### src/rtl/qam_tx_sequencer.sv
// 16-QAM TX frame sequencer: one symbol pull per SPS sample ticks, zero flush, output-valid delay line.
// Latency: first tick CLK_DIV cycles after start; out_valid trails sample_en by PIPE_LAT; no stall, misses flag underrun.
module qam_tx_sequencer #(
  parameter int SPS           = 8,
  parameter int FRAME_SYMS    = 1024,
  parameter int FLUSH_SAMPLES = 32,
  parameter int CLK_DIV       = 2,
  parameter int PIPE_LAT      = 3
) (
  input  logic clk_i,
  input  logic rst_ni,
  input  logic start_i,
  input  logic abort_i,
  input  logic bits_valid_i,
  output logic bits_ready_o,
  output logic sym_load_o,
  output logic sample_en_o,
  output logic zero_insert_o,
  output logic out_valid_o,
  output logic busy_o,
  output logic done_o,
  output logic underrun_o
);

  localparam int DIV_W = (CLK_DIV > 1) ? $clog2(CLK_DIV) : 1;
  localparam int PH_W  = $clog2(SPS);
  localparam int SYM_W = $clog2(FRAME_SYMS + 1);
  localparam int FL_W  = $clog2(FLUSH_SAMPLES + 1);

  localparam logic [DIV_W-1:0] DIV_LAST = DIV_W'(CLK_DIV - 1);
  localparam logic [PH_W-1:0]  PH_LAST  = PH_W'(SPS - 1);
  localparam logic [SYM_W-1:0] SYM_LAST = SYM_W'(FRAME_SYMS);
  localparam logic [FL_W-1:0]  FL_LAST  = FL_W'(FLUSH_SAMPLES - 1);

  typedef enum logic [1:0] {S_IDLE, S_RUN, S_FLUSH, S_DONE} state_t;

  state_t              state_q, state_d;
  logic [DIV_W-1:0]    div_cnt_q, div_cnt_d;
  logic [PH_W-1:0]     phase_q, phase_d;
  logic [SYM_W-1:0]    sym_cnt_q, sym_cnt_d;
  logic [FL_W-1:0]     flush_cnt_q, flush_cnt_d;
  logic                underrun_q, underrun_d;
  logic [PIPE_LAT-1:0] pipe_q, pipe_d;
  logic                tick, slot;

  always_ff @(posedge clk_i or negedge rst_ni) begin
    if (!rst_ni) begin
      state_q     <= S_IDLE;
      div_cnt_q   <= '0;
      phase_q     <= '0;
      sym_cnt_q   <= '0;
      flush_cnt_q <= '0;
      underrun_q  <= 1'b0;
      pipe_q      <= '0;
    end else begin
      state_q     <= state_d;
      div_cnt_q   <= div_cnt_d;
      phase_q     <= phase_d;
      sym_cnt_q   <= sym_cnt_d;
      flush_cnt_q <= flush_cnt_d;
      underrun_q  <= underrun_d;
      pipe_q      <= pipe_d;
    end
  end

  always_comb begin
    state_d       = state_q;
    div_cnt_d     = div_cnt_q;
    phase_d       = phase_q;
    sym_cnt_d     = sym_cnt_q;
    flush_cnt_d   = flush_cnt_q;
    underrun_d    = underrun_q;
    pipe_d        = '0;
    tick          = 1'b0;
    slot          = 1'b0;
    done_o        = 1'b0;
    bits_ready_o  = 1'b0;
    sym_load_o    = 1'b0;
    sample_en_o   = 1'b0;
    zero_insert_o = 1'b0;

    case (state_q)
      S_IDLE: begin
        div_cnt_d   = '0;
        phase_d     = '0;
        sym_cnt_d   = '0;
        flush_cnt_d = '0;
        // underrun stays visible after a frame until the next one is launched
        if (start_i) begin
          underrun_d = 1'b0;
          state_d    = S_RUN;
        end
      end
      S_RUN, S_FLUSH: begin
        if (abort_i) begin
          state_d = S_IDLE;
        end else begin
          tick      = (div_cnt_q == DIV_LAST);
          div_cnt_d = tick ? '0 : div_cnt_q + 1'b1;
          if (tick && state_q == S_RUN) begin
            slot    = (phase_q == '0) && (sym_cnt_q < SYM_LAST);
            phase_d = (phase_q == PH_LAST) ? '0 : phase_q + 1'b1;
            if (slot) sym_cnt_d = sym_cnt_q + 1'b1;
            // a missed slot still consumes its symbol period to keep frame timing
            if (slot && !bits_valid_i) underrun_d = 1'b1;
            if (phase_q == PH_LAST && sym_cnt_q == SYM_LAST) state_d = S_FLUSH;
          end else if (tick) begin
            flush_cnt_d = flush_cnt_q + 1'b1;
            if (flush_cnt_q == FL_LAST) state_d = S_DONE;
          end
        end
      end
      S_DONE: begin
        done_o  = !abort_i;
        state_d = S_IDLE;
      end
      default: state_d = S_IDLE;
    endcase

    bits_ready_o  = slot;
    sym_load_o    = slot & bits_valid_i;
    sample_en_o   = tick;
    zero_insert_o = tick & !(slot & bits_valid_i);

    pipe_d[0] = tick;
    for (int i = 1; i < PIPE_LAT; i++) pipe_d[i] = pipe_q[i-1];
  end

  assign out_valid_o = pipe_q[PIPE_LAT-1];
  assign busy_o      = (state_q != S_IDLE) || (|pipe_q);
  assign underrun_o  = underrun_q;

endmodule

### config.mk
export PLATFORM = sky130hd
export DESIGN_NAME = qam_tx_sequencer
export DESIGN_NICKNAME = d
export VERILOG_FILES = /design/src/rtl/qam_tx_sequencer.sv
export SDC_FILE = /design/constraint.sdc
export NUM_CORES = 1
export LEC_CHECK = 0
export ABC_AREA = 0
export CORE_MARGIN = 2
export CORE_UTILIZATION = 25
export DETAILED_ROUTE_END_ITERATION = 16
export DONT_BUFFER_PORTS = 1
export GPL_TIMING_DRIVEN = 0
export SETUP_SLACK_MARGIN = 0.05
export SLEW_MARGIN = 25
export SYNTH_ARGS = -nofsm -noshare
export SYNTH_HDL_FRONTEND = slang
export SYNTH_SLANG_ARGS = --single-unit
### constraint.sdc
create_clock -name clk_i -period 2.8 [get_ports clk_i]
set_input_delay 0.14 -clock clk_i [delete_from_list [all_inputs] [get_ports clk_i]]
set_output_delay 0.14 -clock clk_i [all_outputs]
set_load 0.02 [all_outputs]
==> impl_metrics.tcl, run 1 <==
set metrics [dict create \
    status "finished, final reports clean" \
    ys.flop_type "sky130_fd_sc_hd__dfrtp_1" \
    drv_slew 0 \
    finalHoldViolCount 0 \
    via_per_inst 4.67 \
    synth.largest_area_cell "sky130_fd_sc_hd__dfrtp_1" \
    layout_min_cycle_time_ns 2.41 \
    wl_um 2890 \
    synthesis.area_per_instance_um2 10.0 \
    worstHoldPathCells 2 \
    first_iter_violations 47 \
    start_util_pct 26.2 \
    syn-instance-count 147 \
    groute.usage.overall_pct 9.83 \
    placedCellCount 219 \
    numPortBuffers 0 \
    worst-r2r-cell-count 6 \
    hp-start "bits_valid_i" \
    endpoint_class_of_the_critical_path "output port" \
    clkSinkCount 27 \
    vias 1050 \
    grt_antenna_before_repair 0 \
    detail-route-antenna-nets 0 \
    fp.dieArea_um2 6510 \
    synth.ff_latch_count 27 \
    regToRegStartpoint "state_q[0]" \
    pwr_density_cell_nw_per_um2 751 \
    crit_family "simple AND/OR/NAND/NOR gates" \
    synth.net_count 161 \
    post-synth-top-count-cell "sky130_fd_sc_hd__dfrtp_1" \
    cts_h_tree_depth 1 \
    max-clock-path-buffers 2 \
    drt_drc_violations_left 0 \
    worstReg2RegEnd "sym_cnt_q[2]" \
    worst_slew_slack_as_a_fraction_of_its_limit_pct 66.8 \
    synth-edff-count 0 \
    cp_max_fo 10 \
    cellLeakagePower_nw 0.740 \
    first_global_vias 1044 \
    drive_gt1_share_pct 7.84 \
    first_pass_grt_wire_length_um 4970 \
    reg_clk_slew_reported_paths_ns 0.09 \
    cts_tree "built" \
    critical_path.startpoint_type "flip-flop" \
    finClkSkew_ns 0.00362 \
    crit_path_cell_trace "inv_1 -> ha_1 -> buf_2 -> nor2b_1 -> and2_1 -> nor2b_1" \
    required_ns 2.66 \
    ioPinCount 13 \
    holdPathEnd "underrun_o" \
    synthTopCellsByCount "27 x sky130_fd_sc_hd__dfrtp_1, 12 x sky130_fd_sc_hd__nor2_1, 11 x sky130_fd_sc_hd__nand2_1" \
    synthTopCellsByArea "sky130_fd_sc_hd__dfrtp_1 46%, sky130_fd_sc_hd__ha_1 7.7%, sky130_fd_sc_hd__xor2_1 5.4%" \
    finalSetupTns_ns 0 \
    clock_latency_ns 0.27 \
    cts-root-buf "sky130_fd_sc_hd__clkbuf_8" \
    fp-row-count 27 \
    dieHeight_um 80.7 \
    core_um2 5610 \
    whs_ns 0.0404 \
    worst-r2r-setup-slack_ns 0.74 \
    synthesized_area_um2 1470 \
    synth_warnings 0 \
    share_of_the_synthesized_area_in_the_top_cell_type_pct 45.9 \
    report.power.total_mw 1.23 \
    min_period_over_period_pct 86.1 \
    synth.yosys.seq_area_share_pct 45.9 \
    grt_max_degree 28 \
    clock.fmax_mhz 415 \
    worst_pin_slew_ns 0.499 \
    utilization_pct 29.2 \
    path_class "reg2out" \
    floorplan.die.width_um 80.7 \
    crit_buf_inv 2 \
    cp_slowest_stage_delay_ns 0.41 \
    cts-buffers-inserted 3 \
    async_reset_ff_share_pct 100 \
    path_common_cell "sky130_fd_sc_hd__nor2b_1" \
    gp_congestion 0.782 \
    setup_violations 0 \
    layout.nets 168 \
    critPathSlowestCell "sky130_fd_sc_hd__dfrtp_1" \
    antenna_cells 0 \
    n_fill_cell 603 \
    drt_pre_antenna_iters 4 \
    detailed_place_hpwl_um 2060 \
    wl_per_cell_um 12.8 \
    max_cap_viol_count 0 \
    vdd.ir_drop.worst_v 0.000578 \
    syn2layout_area_growth_pct 11.2 \
    rsz_0062_raised_after_global_routing "false" \
    globalRoute.totalOverflow 0 \
    cts_repair_resize_count 0 \
    critical_path_arrival_ns 2.27 \
    hold_path.class "in2reg" \
    unique_masters_post_synth 37 \
    final_cells 225 \
]
cell families (layout without fill, tap and decap cells):
kind of cell / count (synthesis) / count (layout) / share of synthesized area (%)
AO/OA/AOI/OAI: 21 / 21 / 9.27
XOR/XNOR: 10 / 10 / 5.95
adder cells (fa/ha/maj): 9 / 9 / 7.65
buffers and inverters: 13 / 19 / 3.83
flip-flops: 27 / 27 / 45.9
multiplexers: 1 / 1 / 0.680
AND/OR/NAND/NOR: 66 / 66 / 26.7
stage by stage:
step                instance area (µm²)  setup slack (ns)
floorplan                          1470             0.928
global placement                   1560             0.703
detailed placement                 1560             0.713
CTS                                1640             0.401
global route                       1640             0.250
finish                             1640             0.388
repair_timing:
| action | CTS | global route |
|---|---|---|
| endpoints found under the setup margin | 0 | 0 |
| buffers inserted | 0 | 0 |
| endpoints found under the hold margin | 27 | 0 |
| hold buffers | 2 | 0 |
routing by layer:
metal | global-route usage [%] | routed length (µm) | vias up | part of all wire [%]
met5 | 0 | 0 | - | 0
met4 | 3.22 | 23 | 0 | 0.80
met3 | 3.03 | 114 | 2 | 4.0
met2 | 14.6 | 1310 | 13 | 45
met1 | 13.6 | 1440 | 501 | 50
li1 | - | - | 534 | -
worst max-delay path by stage:
stage	startpoint	to	slack, ns	cells after the start
global placement	state_q[0]	zero_insert_o	0.70	6
finish	state_q[0]	zero_insert_o	0.39	6
floorplan	state_q[0]	zero_insert_o	0.93	6
detailed placement	state_q[0]	zero_insert_o	0.71	6
CTS	state_q[0]	zero_insert_o	0.40	6
global route	state_q[0]	zero_insert_o	0.25	6
layout by cell type, fill, tap and decap left out, types with 2 or more instances in the layout:
master                     count
sky130_fd_sc_hd__dfrtp_1      27
sky130_fd_sc_hd__nor2_1       12
sky130_fd_sc_hd__nand2_1      11
sky130_fd_sc_hd__xor2_1        9
sky130_fd_sc_hd__ha_1          9
sky130_fd_sc_hd__inv_1         8
sky130_fd_sc_hd__o21ai_0       8
sky130_fd_sc_hd__nand4_1       7
sky130_fd_sc_hd__nand3_1       6
sky130_fd_sc_hd__nor2b_1       5
sky130_fd_sc_hd__and3_1        3
sky130_fd_sc_hd__buf_2         3
sky130_fd_sc_hd__and2_1        3
sky130_fd_sc_hd__o31ai_1       3
sky130_fd_sc_hd__o22a_1        3
sky130_fd_sc_hd__or3_1         3
sky130_fd_sc_hd__a21oi_1       3
sky130_fd_sc_hd__clkbuf_8      3
sky130_fd_sc_hd__and4b_1       2
sky130_fd_sc_hd__nand3b_1      2
sky130_fd_sc_hd__clkbuf_1      2
sky130_fd_sc_hd__nor4bb_1      2
sky130_fd_sc_hd__nand3_2       2
registers in the layout, indices dropped and copies added (netlist names):
register     cells
sym_cnt_q       11
flush_cnt_q      6
phase_q          3
pipe_q           3
state_q          2
div_cnt_q        1
underrun_o       1
layout make-up:
type	instances	area (µm²)	area share [%]
buffer	5	26.3	1.61
timing repair buffer	2	30.0	1.83
clock buffer	4	45.0	2.75
tap	72	90.1	5.50
inverter	8	30.0	1.83
multi-input combinational	107	739	45.2
sequential	27	676	41.3
power by group:
part	total [mW]	internal, mW	switching, mW	leakage, nW
Sequential	0.515	0.450	0.0647	0.369
Clock	0.227	0.102	0.125	0.0228
Combinational	0.487	0.191	0.297	0.348
Total	1.23	0.743	0.486	0.740
Note: power is estimated with default switching activity, not from simulation.
==> run 2, diff against run 1 <==
- CORE_ASPECT_RATIO: unset -> 0.7
==> impl_metrics.tcl, run 2 (synthesized netlist as in run 1, its figures left out) <==
set metrics [dict create \
    max_cap_viol_count 0 \
    groute.usage.overall_pct 10.0 \
    whs_ns 0.0468 \
    clock_latency_ns 0.27 \
    power.share.sequential_pct 42.2 \
    max-clock-path-buffers 2 \
    worst_path_setup_slack_after_routing_ns 0.381 \
    rsz_0062_raised_after_global_routing "false" \
    met2_wirelength_um 1120 \
    reg_clk_slew_reported_paths_ns 0.09 \
    switching_pwr_mw 0.480 \
    drive_gt1_share_pct 7.84 \
    layout_min_cycle_time_ns 2.42 \
    wl_um 2810 \
    swShare_pct 39.3 \
    fp.dieArea_um2 6520 \
    cellLeakagePower_nw 0.740 \
    detailed_place_hpwl_um 2010 \
    vdd.ir_drop.worst_v 0.000520 \
    cts-buffers-inserted 3 \
    drt_pre_antenna_iters 4 \
    routed-wl-met3_um 70 \
    combPwrFrac_pct 39.8 \
    endpoint_class_of_the_critical_path "output port" \
    critPathSlowestCell "sky130_fd_sc_hd__dfrtp_1" \
    mostFrequentLayoutCell "sky130_fd_sc_hd__dfrtp_1" \
    antenna_cells 0 \
    layout.nets 168 \
    grt_antenna_before_repair 0 \
    cp_slowest_stage_delay_ns 0.41 \
    worst_pin_slew_ns 0.524 \
    finalSetupTns_ns 0 \
    cts-root-buf "sky130_fd_sc_hd__clkbuf_8" \
    vias 1052 \
    path_class "reg2out" \
    worst-r2r-setup-slack_ns 0.76 \
    crit_buf_inv 2 \
    min_period_over_period_pct 86.4 \
    finalHoldViolCount 0 \
    required_ns 2.66 \
    critical_path.startpoint_type "flip-flop" \
    core_um2 5700 \
    maxUsedRoutingLayer "met4" \
    fp-row-count 23 \
    worst-r2r-cell-count 6 \
    hold_path.class "in2reg" \
    finClkSkew_ns 0.00581 \
    worst_slew_slack_as_a_fraction_of_its_limit_pct 65.0 \
    regToRegStartpoint "state_q[0]" \
    via_per_inst 4.61 \
    cell_internal_pwr_mw 0.743 \
    largest_register_ffs 11 \
    ioPinCount 13 \
    regMostFlops "sym_cnt_q" \
    dpl_worst_slack_ns 0.714 \
    clock.fmax_mhz 413 \
    report.power.total_mw 1.22 \
    first_global_vias 996 \
    biggestRegsByFlops "sym_cnt_q: 11 flops, flush_cnt_q: 6 flops" \
    setup_violations 0 \
    path_common_cell "sky130_fd_sc_hd__nor2b_1" \
    critical_path_arrival_ns 2.28 \
    grt_max_degree 28 \
    crit_path_cell_trace "inv_1 -> ha_1 -> buf_2 -> nor2b_1 -> and2_1 -> nor2b_1" \
    worstReg2RegEnd "flush_cnt_q[3]" \
    first_pass_grt_wire_length_um 4930 \
    numPortBuffers 0 \
    cts_tree "built" \
    floorplan.die.width_um 95.7 \
    cts_repair_resize_count 0 \
    cts_h_tree_depth 1 \
    gp_congestion 0.749 \
    hp-start "bits_valid_i" \
    power.clock.fraction_pct 18.1 \
    dieHeight_um 68.2 \
    mostFrequentLayoutCells "27 x sky130_fd_sc_hd__dfrtp_1, 12 x sky130_fd_sc_hd__nor2_1, 11 x sky130_fd_sc_hd__nand2_1, 9 x sky130_fd_sc_hd__xor2_1, 9 x sky130_fd_sc_hd__ha_1" \
    status "finished, final reports clean" \
    cp_max_fo 10 \
    drv_slew 0 \
    clkSinkCount 27 \
    pwr_density_cell_nw_per_um2 746 \
    syn2layout_area_growth_pct 11.5 \
    wirelength_met1_um 1580 \
    globalRoute.totalOverflow 0 \
    wl_per_cell_um 12.3 \
    first_iter_violations 41 \
    holdPathEnd "underrun_o" \
    combined_area_of_the_multi_input_logic_cells_um2 739 \
    utilization_pct 28.8 \
    drt_drc_violations_left 0 \
    crit_family "simple AND/OR/NAND/NOR gates" \
    worstHoldPathCells 2 \
    detail-route-antenna-nets 0 \
    register_area_um2 676 \
    n_fill_cell 605 \
    start_util_pct 25.8 \
]
run 2: through the flow:
step	cells	area (µm²)
3_3_place_gp	222	1570
4_1_cts	228	1640
2_1_floorplan	147	1470
5_1_grt	228	1640
3_5_place_dp	222	1570
6_report	228	1640
run 2: power groups by stage:
stage	clock network (mW)	logic, mW	registers (mW)
6_report	0.221	0.487	0.516
5_1_grt	0.254	0.544	0.526
4_1_cts	0.234	0.485	0.515
3_5_place_dp	0	0.468	0.523
3_3_place_gp	0	0.470	0.520
2_1_floorplan	0	0.381	0.508
run 2: worst max path at each step:
stage / from / endpoint / cells past startpoint
after floorplan: state_q[0] / zero_insert_o / 6
after global placement: state_q[0] / zero_insert_o / 6
after detailed placement: state_q[1] / zero_insert_o / 6
after CTS: state_q[1] / zero_insert_o / 6
after global routing: state_q[1] / zero_insert_o / 6
final: state_q[0] / zero_insert_o / 6
run 2: timing repair:
item,in CTS,in global routing
buffers inserted,0,0
hold endpoints to repair,27,0
endpoints found under the setup margin,0,0
hold buffers,2,0
run 2: routing by layer:
layer / vias to the layer above / track usage, %
li1: 531 / -
met1: 510 / 14.8
met2: 7 / 13.8
met3: 4 / 2.64
met4: 0 / 3.75
met5: - / 0
run 2: worst register-to-register path: stages (launching register included):
cell and delay (ns):
sky130_fd_sc_hd__dfrtp_1 0.41, sky130_fd_sc_hd__inv_1 0.06, sky130_fd_sc_hd__ha_1 0.31, sky130_fd_sc_hd__buf_2 0.19, sky130_fd_sc_hd__nor2b_1 0.44, sky130_fd_sc_hd__clkbuf_1 0.41, sky130_fd_sc_hd__nor2_1 0.10
run 2: area by class of cell:
class                   count  area share (%)
repair buffers              2            1.83
well taps                  75            5.72
multi-input cells         107            45.1
inverters                   8            1.83
plain buffers               5            1.60
clock buffers               4            2.75
flip-flops and latches     27            41.2
==> run 3, diff against run 2 <==
- clock period: 2.8 -> 2.15 ns (I/O delays scaled with it)
==> impl_metrics.tcl, run 3 (synthesized netlist as in run 1, its figures left out) <==
set metrics [dict create \
    cp_max_fo 6 \
    critical_path.startpoint_type "flip-flop" \
    core_um2 5700 \
    clkSinkCount 27 \
    groute.usage.overall_pct 10.1 \
    cp_slowest_stage_delay_ns 0.41 \
    worst_pin_slew_ns 0.428 \
    drt_pre_antenna_iters 4 \
    mostFrequentLayoutCell "sky130_fd_sc_hd__dfrtp_1" \
    combined_area_of_the_multi_input_logic_cells_um2 761 \
    rsz_0062_raised_after_global_routing "false" \
    grt_antenna_before_repair 0 \
    cellLeakagePower_nw 0.748 \
    finalSetupTns_ns 0 \
    wl_um 2810 \
    report.power.total_mw 1.63 \
    drive_gt1_share_pct 11.1 \
    register_area_um2 676 \
    start_util_pct 25.8 \
    critical_path_arrival_ns 1.87 \
    fp.dieArea_um2 6520 \
    cts-buffers-inserted 3 \
    detailed_place_hpwl_um 2010 \
    clock.fmax_mhz 505 \
    drt_drc_violations_left 0 \
    fp-row-count 23 \
    mostFrequentLayoutCells "27 x sky130_fd_sc_hd__dfrtp_1, 12 x sky130_fd_sc_hd__nor2_1, 11 x sky130_fd_sc_hd__nand2_1, 9 x sky130_fd_sc_hd__xor2_1, 9 x sky130_fd_sc_hd__ha_1" \
    required_ns 2.04 \
    gr-usage-met1_pct 15.0 \
    wl_per_cell_um 12.3 \
    crit_path_cell_trace "inv_1 -> ha_1 -> and4b_1 -> buf_4 -> and3_2 -> nor2b_4" \
    grtUsageMet2_pct 13.8 \
    numPortBuffers 0 \
    n_fill_cell 604 \
    setup_violations 0 \
    reg_clk_slew_reported_paths_ns 0.09 \
    worst_slew_slack_as_a_fraction_of_its_limit_pct 71.4 \
    cts_tree "built" \
    via_per_inst 4.57 \
    ioPinCount 13 \
    first_iter_violations 41 \
    status "finished, final reports clean" \
    dieHeight_um 68.2 \
    max-clock-path-buffers 2 \
    critPathSlowestCell "sky130_fd_sc_hd__dfrtp_1" \
    first_global_vias 1003 \
    gp_congestion 0.749 \
    path_class "reg2out" \
    drv_slew 0 \
    regMostFlops "sym_cnt_q" \
    finalHoldViolCount 0 \
    globalRoute.totalOverflow 0 \
    cts-root-buf "sky130_fd_sc_hd__clkbuf_8" \
    crit_family "simple AND/OR/NAND/NOR gates" \
    hold_path.class "in2reg" \
    met3_track_demand_over_resource_in_global_routing_pct 2.64 \
    detail-route-antenna-nets 0 \
    min_period_over_period_pct 92.1 \
    postCtsSetupBuffers 0 \
    max_cap_viol_count 0 \
    floorplan.die.width_um 95.7 \
    layout_min_cycle_time_ns 1.98 \
    clock_latency_ns 0.27 \
    biggestRegsByFlops "sym_cnt_q: 11 flops, flush_cnt_q: 6 flops" \
    vias 1042 \
    vdd.ir_drop.worst_v 0.000727 \
    pwr_density_cell_nw_per_um2 982 \
    endpoint_class_of_the_critical_path "output port" \
    first_pass_grt_wire_length_um 4950 \
    worst-r2r-setup-slack_ns 0.18 \
    finClkSkew_ns 0.00581 \
    grt_max_degree 28 \
    crit_buf_inv 2 \
    antenna_cells 0 \
    syn2layout_area_growth_pct 13.1 \
    cts_h_tree_depth 1 \
    gr-max-usage-layer "met1" \
    layout.nets 168 \
    largest_register_ffs 11 \
]
==> run 3: cell count changes in the layout (fill, tap and decap cells not counted) <==
cell                       change
sky130_fd_sc_hd__and2_1        -1
sky130_fd_sc_hd__and2_4        +1
sky130_fd_sc_hd__and3_1        -1
sky130_fd_sc_hd__and3_2        +1
sky130_fd_sc_hd__buf_2         -1
sky130_fd_sc_hd__clkbuf_4      +1
sky130_fd_sc_hd__nor2b_1       -3
sky130_fd_sc_hd__nor2b_2       +1
sky130_fd_sc_hd__nor2b_4       +2
==> run 3: repair_timing <==
item,CTS,global route
endpoints found under the setup margin,1,11
hold endpoints to repair,27,0
gates resized for setup,4,5
hold buffers,2,0
==> run 3: cell type report <==
cell class	count	share of cell area, %
buffer	5	1.73
clock buffer	4	2.71
inverter	8	1.80
multi-input combinational	107	45.7
sequential	27	40.6
tap	75	5.64
timing repair buffer	2	1.80
==> run 3: worst paths after layout <==
check                             start            end  cells past startpoint
setup / recovery             state_q[0]  zero_insert_o                      6
hold / removal             bits_valid_i     underrun_o                      2
setup reg to reg             phase_q[0]     state_q[1]                      6
hold reg to reg               pipe_q[0]      pipe_q[1]                      0
max in group asynchronous        rst_ni   sym_cnt_q[4]                      2
min in group asynchronous        rst_ni      pipe_q[0]                      2
==> run 3: worst register-to-register path: stages, from the launching register on <==
cell and delay [ns]:
sky130_fd_sc_hd__dfrtp_1 0.39, sky130_fd_sc_hd__ha_1 0.16, sky130_fd_sc_hd__ha_1 0.19, sky130_fd_sc_hd__nor4bb_1 0.30, sky130_fd_sc_hd__nand3_1 0.19, sky130_fd_sc_hd__a221oi_1 0.48
sky130_fd_sc_hd__o22a_1 0.21
==> run 3: stage by stage <==
step	worst slack (ns)	std cells	hold WS [ns]	cell area, µm²	util, %
CTS	0.0616	228	0.00712	1650	29.0
global placement	0.0993	222	-0.187	1570	27.5
finish	0.169	228	0.0159	1660	29.2
detailed placement	0.0964	222	-0.187	1570	27.5
floorplan	0.311	147	-0.188	1470	-
global route	0.0654	228	0.00126	1660	29.2
==> run 3: layer usage <==
metal / share of wire, % / vias to the layer above
met4: 1.1 / 0
met5: 0 / -
met1: 56 / 501
met3: 2.2 / 2
met2: 41 / 8
li1: - / 531
==> run 3: where the power goes <==
part | leakage [nW] | total [mW] | switching (mW) | internal, mW
clock network | 0.0228 | 0.287 | 0.154 | 0.133
registers | 0.369 | 0.672 | 0.0857 | 0.586
logic | 0.356 | 0.675 | 0.391 | 0.283
